`config.mk`:
```
export PLATFORM = sky130hd
export DESIGN_NAME = phys_reg_free_list
export DESIGN_NICKNAME = d
export VERILOG_FILES = /design/src/rtl/phys_reg_free_list.sv
export SDC_FILE = /design/constraint.sdc
export NUM_CORES = 1
export LEC_CHECK = 0
export ABC_AREA = 1
export CAP_MARGIN = 15
export CORE_ASPECT_RATIO = 0.9
export CORE_MARGIN = 1.5
export CORE_UTILIZATION = 40
export CTS_BUF_LIST = sky130_fd_sc_hd__clkbuf_8
export CTS_CLUSTER_SIZE = 14
export DETAILED_ROUTE_END_ITERATION = 8
export PLACE_DENSITY = 0.62
export SETUP_SLACK_MARGIN = 0.02
export SLEW_MARGIN = 30
export SYNTH_ARGS = -nofsm -noshare
export SYNTH_HDL_FRONTEND = slang
export SYNTH_SLANG_ARGS = --single-unit
```
`constraint.sdc`:
```
create_clock -name CLK -period 5.4 [get_ports CLK]
set_clock_uncertainty 0.15 [all_clocks]
set_input_delay 1.08 -clock CLK [delete_from_list [all_inputs] [get_ports CLK]]
set_output_delay 1.08 -clock CLK [all_outputs]
set_load 0.02 [all_outputs]
```
`src/rtl/phys_reg_free_list.sv`:
```
// Rename free list of physical tags with single-cycle flush rewind; optional checker under FREELIST_CHECK_EN.
// Zero latency: show-ahead tag and busy-set share the consuming edge; Alloc_IN while empty or flushing is dropped.
module phys_reg_free_list #(
  parameter int NUM_PHYS_REGS = 64,
  parameter int NUM_ARCH_REGS = 32,
  localparam int LOG_PHYS = $clog2(NUM_PHYS_REGS),
  localparam int DEPTH = NUM_PHYS_REGS - NUM_ARCH_REGS,
  localparam int PTR_W = (DEPTH > 1) ? $clog2(DEPTH) : 1
) (
  input  logic                CLK,
  input  logic                RESET,
  input  logic                Alloc_IN,
  output logic                AllocReady_OUT,
  output logic [LOG_PHYS-1:0] AllocTag_OUT,
  input  logic                Commit_IN,
  input  logic [LOG_PHYS-1:0] FreeTag_IN,
  input  logic                Flush_IN,
  output logic [LOG_PHYS:0]   FreeCount_OUT,
  output logic [LOG_PHYS-1:0] BusyReg_OUT,
  output logic                SetBusy_OUT,
  output logic                BusyValue_OUT,
  output logic                Error_OUT
);

  logic [LOG_PHYS-1:0] mem [DEPTH];
  logic [PTR_W-1:0]    specHead;
  logic [PTR_W-1:0]    commitHead;
  logic [PTR_W-1:0]    tail;
  logic [LOG_PHYS:0]   freeCnt;
  logic                fire;
  logic [PTR_W-1:0]    commitHeadNext;

  function automatic logic [PTR_W-1:0] nextPtr(input logic [PTR_W-1:0] p);
    return (p == PTR_W'(DEPTH - 1)) ? '0 : p + 1'b1;
  endfunction

  assign AllocReady_OUT = (freeCnt != '0);
  assign AllocTag_OUT   = mem[specHead];
  assign fire           = Alloc_IN & AllocReady_OUT & ~Flush_IN;
  assign SetBusy_OUT    = fire;
  assign BusyReg_OUT    = AllocTag_OUT;
  assign BusyValue_OUT  = 1'b1;
  assign FreeCount_OUT  = freeCnt;

  // Flush rewinds to the commit point as it stands after this cycle's commit.
  assign commitHeadNext = Commit_IN ? nextPtr(commitHead) : commitHead;

  always_ff @(posedge CLK) begin
    if (RESET) begin
      for (int i = 0; i < DEPTH; i++) begin
        mem[i] <= LOG_PHYS'(NUM_ARCH_REGS + i);
      end
      specHead   <= '0;
      commitHead <= '0;
      tail       <= '0;
      freeCnt    <= (LOG_PHYS+1)'(DEPTH);
    end else begin
      if (Commit_IN) begin
        mem[tail]  <= FreeTag_IN;
        tail       <= nextPtr(tail);
        commitHead <= commitHeadNext;
      end
      if (Flush_IN) begin
        specHead <= commitHeadNext;
        freeCnt  <= (LOG_PHYS+1)'(DEPTH);
      end else begin
        if (fire) begin
          specHead <= nextPtr(specHead);
        end
        case ({fire, Commit_IN})
          2'b10:   freeCnt <= freeCnt - 1'b1;
          2'b01:   freeCnt <= freeCnt + 1'b1;
          default: freeCnt <= freeCnt;
        endcase
      end
    end
  end

`ifdef FREELIST_CHECK_EN
  logic errReg;

  // Sticky: a commit with nothing outstanding or an out-of-range tag.
  always_ff @(posedge CLK) begin
    if (RESET) begin
      errReg <= 1'b0;
    end else if (Commit_IN &&
                 ((freeCnt == (LOG_PHYS+1)'(DEPTH)) ||
                  ({1'b0, FreeTag_IN} >= (LOG_PHYS+1)'(NUM_PHYS_REGS)))) begin
      errReg <= 1'b1;
    end
  end

  assign Error_OUT = errReg;
`else
  assign Error_OUT = 1'b0;
`endif

endmodule

```
**Word-level counts from Yosys, hierarchy flattened**

Memories as Yosys holds them, arrays and structs flattened. A register that Yosys moved wholly into a read port is not among the register bits.
Cells that the tools add are included.

- Add/sub/neg operators: 5
- Bitwise logic cells: 3
- Reductions and logical operators: 5
- Equality and inequality tests: 5
- Mux-type cells: 17

Operators by type and width:

| kind | number |
|---|---|
| 5-bit 2-to-1 mux | 9 |
| 5-bit by 1-bit adder with 5-bit output, second input constant | 3 |
| 5-bit == test, second input constant | 3 |
| 7-bit one-hot mux with 2 select lines | 1 |
| 7-bit by 1-bit adder with 7-bit output, second input constant | 1 |
| 7-bit nonzero test | 1 |
| 7-bit by 1-bit subtractor with 7-bit output, second input constant | 1 |
| 1-bit 2-to-1 mux | 6 |
| 6-bit 2-to-1 mux | 1 |
| 6-bit OR reduction | 1 |
| 2-bit nonzero test | 2 |
| 1-bit bitwise AND | 2 |
| 2-bit by 1-bit == test with 1-bit output, second input constant | 1 |
| 2-bit == test, second input constant | 1 |
| 2-bit OR reduction | 1 |
| 1-bit NOT | 1 |

- Input bits: 11
- Memory bits (writable): 192
- Memories: 1
- Register bits after elaboration: 22
- Output and inout port bits: 23
- Logic and storage cells: 40

Memory list:

| name | depth | width | rd ports | clocked after Yosys merged registers in | write ports | line | RTL |
|---|---|---|---|---|---|---|---|
| mem | 32 | 6 | 1 | 1 | 32 | 25 | `logic [LOG_PHYS-1:0] mem [DEPTH];` |

**Longest topological paths before layout**

- Depth in word-level cells: 7
- Gate-level depth with buffers: 14
- Mapped depth without buffers: 14

**Least setup slack after synthesis**

No wires, ideal clock.

- Path kind: input to register
- From: input Flush_IN
- To: register freeCnt[5], in the netlist FreeCount_OUT[5]
- Setup slack: 2.514 ns
- Data required time: 5.137 ns
- Stages on the path: 12
- Buffers on the path: 0
- Arrival: 2.623 ns
- Setup time: 0.113 ns
- Cell sequence: inv_1 > nand3_1 > ha_1 > inv_1 > ha_1 > a21oi_1 > nand2_1 > nand2_1 > nand2_1 > or2_2 > nand3_1 > nand2_1

- Cells in the longest elaborated chain, start to end: 4
- Elaborated cells on any way between the ends: 7
- Classes of those cells: eq/ne: 2; mux: 1; bitwise: 2; reduce/logical: 2

RTL lines:

| element | line | RTL |
|---|---|---|
| from (decl) | 17 | `input logic Flush_IN,` |
| 1-bit NOT | 39 | `assign fire = Alloc_IN & AllocReady_OUT & ~Flush_IN;` |
| 1-bit bitwise AND | 39 |  |
| 2-bit by 1-bit == test with 1-bit output / 2-bit == test (equally long branches) | 70 | `case ({fire, Commit_IN})` |
| 7-bit one-hot mux with 2 select lines / 2-bit nonzero test (equally long branches) | - |  |
| to (signal assigned) | 71 | `2'b10: freeCnt <= freeCnt - 1'b1;` |
| to (signal assigned) | 72 | `2'b01: freeCnt <= freeCnt + 1'b1;` |
| to (signal assigned) | 73 | `default: freeCnt <= freeCnt;` |
| to (decl) | 29 | `logic [LOG_PHYS:0] freeCnt;` |

Several ways; a longest one is shown, not always the timed one.
A chain may end at the register's enable or synchronous reset.

==> key figures <==
Outcome
  – Outcome: complete, no violations

Min path
  – Hold/Removal Path Class: register to register
  – Worst Hold Path EP: FreeCount_OUT[6]
  – Min-delay src: FreeCount_OUT[6]
  – Hold depth: 2

Synthesis
  – Syn_area_per_cell: 8.832 sq um
  – Mux cell area share after synthesis: 0
  – Post-Syn Instances: between 1000 and 1500
  – Largest area contributor in the netlist: edfxtp_1
  – Synthesized cell area: around 11000 sq um
  – Distinct cells, synth: 31
  – Sequential element share of the synthesized area: 0.5930
  – Main combinational cell family by area after synthesis: simple AND/OR/NAND/NOR gates
  – Synth Area in Compound Gates: 0.01365
  – Top_reg_cell synth: edfxtp_1
  – Synth Register Bits: 219
  – Count leader, synth: nand2_1
  – Simple-gate portion of the synthesized area: 0.3016
  – Share of the synthesized area in the top cell type: 0.5422
  – Count of flip-flops with a built-in enable after synthesis: 192
  – Mapped Nets: roughly 1200
  – Post-Synth XOR/XNOR Area: 0.004942
  – Synth warn: 0
  – Largest cells by area after synthesis: edfxtp_1 (54%), nand2_1 (16%), nand3_1 (7.5%), dfxtp_1 (5.1%), nor2_1 (4.5%)
  – Ys async rst share: 0
  – Commonest cells post-synth: nand2_1 (462), edfxtp_1 (192), nand3_1 (160), nor2_1 (127), inv_1 (63)
  – Synth Area in Adders: 0.01953

Clock tree
  – Htree depth: 2
  – CTS tree: done
  – Clock tree sinks: around 220
  – CTS Root Cell: clkbuf_8
  – Post-CTS Resized: 0
  – Clock Latency Late Sink: about 0.52 ns
  – Clock tree buffer depth: 3
  – Post-CTS Hold Buffers: 0
  – Postcts setup bufs: 0
  – CTS Buf Count: 39
  – Clk slew on worst S/H paths: 0.06 ns

Floorplanning
  – Die area: ~28000 sq um
  – Initial Utilization: 0.4080
  – Core ar.: 26070 sq um
  – Die width: approximately 170 um
  – Io pins: 34
  – Row count: between 50 and 60
  – Die Y: 157.7 um

Setup path
  – Reg-to-reg critical path startpoint: FreeCount_OUT[0]
  – CP endpoint kind: primary output
  – Critical Path RT: between 4 and 5 ns
  – Worst-path maximum fanout: between 60 and 70
  – Crit path kind: register to primary output
  – Worst R2R End: FreeCount_OUT[5]
  – R2R depth: 13
  – FF-to-FF setup slack: around 2.7 ns
  – Data arrival, critical path: between 3 and 4 ns
  – CP startpoint kind: register

STA
  – Final period utilization: 0.8332
  – Max-slew violation count: 0
  – RSZ-0062 raised after global routing: false
  – Final Worst Setup Slack: roughly 0.9 ns
  – Rel. slew slack: 0.3953
  – Post-route setup TNS: 0 ns
  – Final setup fails: 0
  – Fin. Hold Viols: 0
  – Worst-Margin Slew: roughly 0.91 ns
  – Tmin final: around 4.5 ns
  – Fmax: 222.3 MHz

Pwr
  – Switching Fraction: 0.2662
  – Internal power: ~2.8 mW
  – Static Leak: between 4 and 5 nW
  – Clock Power Share: 0.382
  – Combinational fraction of design power: 0.119
  – P_sw: 1.013 mW
  – VDD IR max: about 0.19 mV
  – Power Density: approximately 320 nW/um^2
  – Flop pwr share: 0.499

Final layout
  – Cell Count, Final, Fillers Out: roughly 1600
  – Layout cell share with drive strength beyond 1: 0.07952
  – Final #Nets: between 1000 and 1500
  – Finished Core Util: 0.4528
  – Post-route cell area: approximately 12000 sq um
  – P&R area growth vs syn: 10.99%
  – Diode count: 0

Job
  – Number of max-cap violations: 0

Global route
  – Initial antenna violation count: 0
  – Vias in the first global route: slightly below 8000
  – Overall global routing resource usage: 0.1936
  – Global-route wire length before repair: roughly 41000 um
  – GRT overflow: 0
  – Largest net degree at the start of global routing: 97

Placement
  – Placed cells: 1522
  – Final Wtd Congestion: roughly 0.79
  – Pre-CTS setup slack: 1.437 ns
  – Post-DP HPWL: 16270 um
  – DP Area: 11060 sq um
  – # port buffers: 31

Detailed routing
  – Routed wire length: 25930 um
  – WL/cell: 16.27 um
  – Drt initial violations: roughly 580
  – ANT nets after route: 0
  – Via/cell ratio: around 5
  – DRT Pass-1 Iters: 5
  – Via count: about 8000
  – Remaining DRCs: 0
[cell families (layout without fill, tap and decap cells)]
| kind of cell | after synthesis | after routing |
|---|---|---|
| simple gates | 781 | 781 |
| compound gates | 28 | 28 |
| fa+ha+maj | 16 | 16 |
| other cells | 2 | 2 |
| flops | 219 | 219 |
| buf+inv | 152 | 193 |
| xor+xnor | 6 | 6 |
[per-stage QoR]
step	hold slack [ns]	power, mW
after CTS	0.3726	3.835
final	0.3686	3.805
after detailed placement	0.3623	2.387
after global placement	0.3565	2.383
after floorplan	0.3320	2.250
after global routing	0.4012	3.967
[state kept, by name (all words and copies together), names as in the netlist, named ones only]
register and cells:
specHead 5, mem 192, commitHead 5, FreeCount_OUT 7, tail 5
[critical path, cell delays in order (launching register included)]
cell and delay (ns):
dfxtp_4 0.59, buf_4 0.63, nand2_1 0.16, nand3_1 0.14, nand3_1 0.11, nand2_1 0.13, nand2_1 0.06, nand2_1 0.08
nand2_1 0.06, nand2_1 0.14, clkdlybuf4s50_1 0.63
[final cells by class]
cell class | count | area, sq um
Timing Repair Buffer | 42 | 392.9
Inverter | 80 | 305.3
Clock inverter | 28 | 146.4
Sequential cell | 219 | 6311
Fill cell | 2590 | 14260
Multi-Input combinational cell | 833 | 3620
Clock buffer | 43 | 591.8
Tap cell | 348 | 435.4
[layout by cell type (no fill, tap or decap)]
cell	synthesis	layout
nand4_1	3	3
or2_2	2	2
inv_2	15	15
xor2_1	4	4
o21ai_1	1	1
dfxtp_1	27	25
nor2_1	127	127
dfxtp_2	0	1
a211oi_1	1	1
conb_1	2	2
inv_1	63	76
nor3_1	9	9
a21oi_1	14	14
o21ai_0	11	11
clkinvlp_4	0	1
inv_6	0	2
clkinv_2	0	5
clkbuf_8	0	43
ha_1	15	15
o211ai_1	1	1
nor2_4	1	1
clkinv_1	1	8
nand2_2	3	3
edfxtp_1	192	192
clkdlybuf4s50_1	0	31
xnor2_1	2	2
buf_4	13	11
nand3_1	160	160
nand2_1	462	462
bufinv_16	0	1
nor2_2	13	13
dfxtp_4	0	1
nand3b_1	1	1
fa_1	1	1
[power by group through the flow]
stage / clock network (mW) / registers [mW] / logic, mW
after floorplan: 0 / 1.92 / 0.326
after global placement: 0 / 1.93 / 0.450
after detailed placement: 0 / 1.93 / 0.453
after CTS: 1.48 / 1.90 / 0.455
after global routing: 1.56 / 1.90 / 0.504
final: 1.45 / 1.90 / 0.453
[per-layer routing]
metal | vias to the layer above | global-route usage | part of all wire
met5 | - | 0 | 0
met1 | 3761 | 0.2548 | 0.44
met3 | 53 | 0.03122 | 0.061
li1 | 3946 | - | -
met4 | 0 | 0.06797 | 0.023
met2 | 235 | 0.3258 | 0.47
[worst max path at each step]
| stage | slack, ns | start | cells after the start | to |
|---|---|---|---|---|
| finish | 0.90 | register | 10 | BusyReg_OUT[0] |
| global route | 0.65 | register | 10 | AllocTag_OUT[0] |
| CTS | 0.87 | register | 10 | AllocTag_OUT[5] |
| detailed placement | 1.44 | Flush_IN | 5 | SetBusy_OUT |
| global placement | 1.46 | register | 10 | BusyReg_OUT[0] |
| floorplan | 2.51 | Flush_IN | 12 | FreeCount_OUT[5] |
No activity file was read; power rests on OpenSTA's default activity.
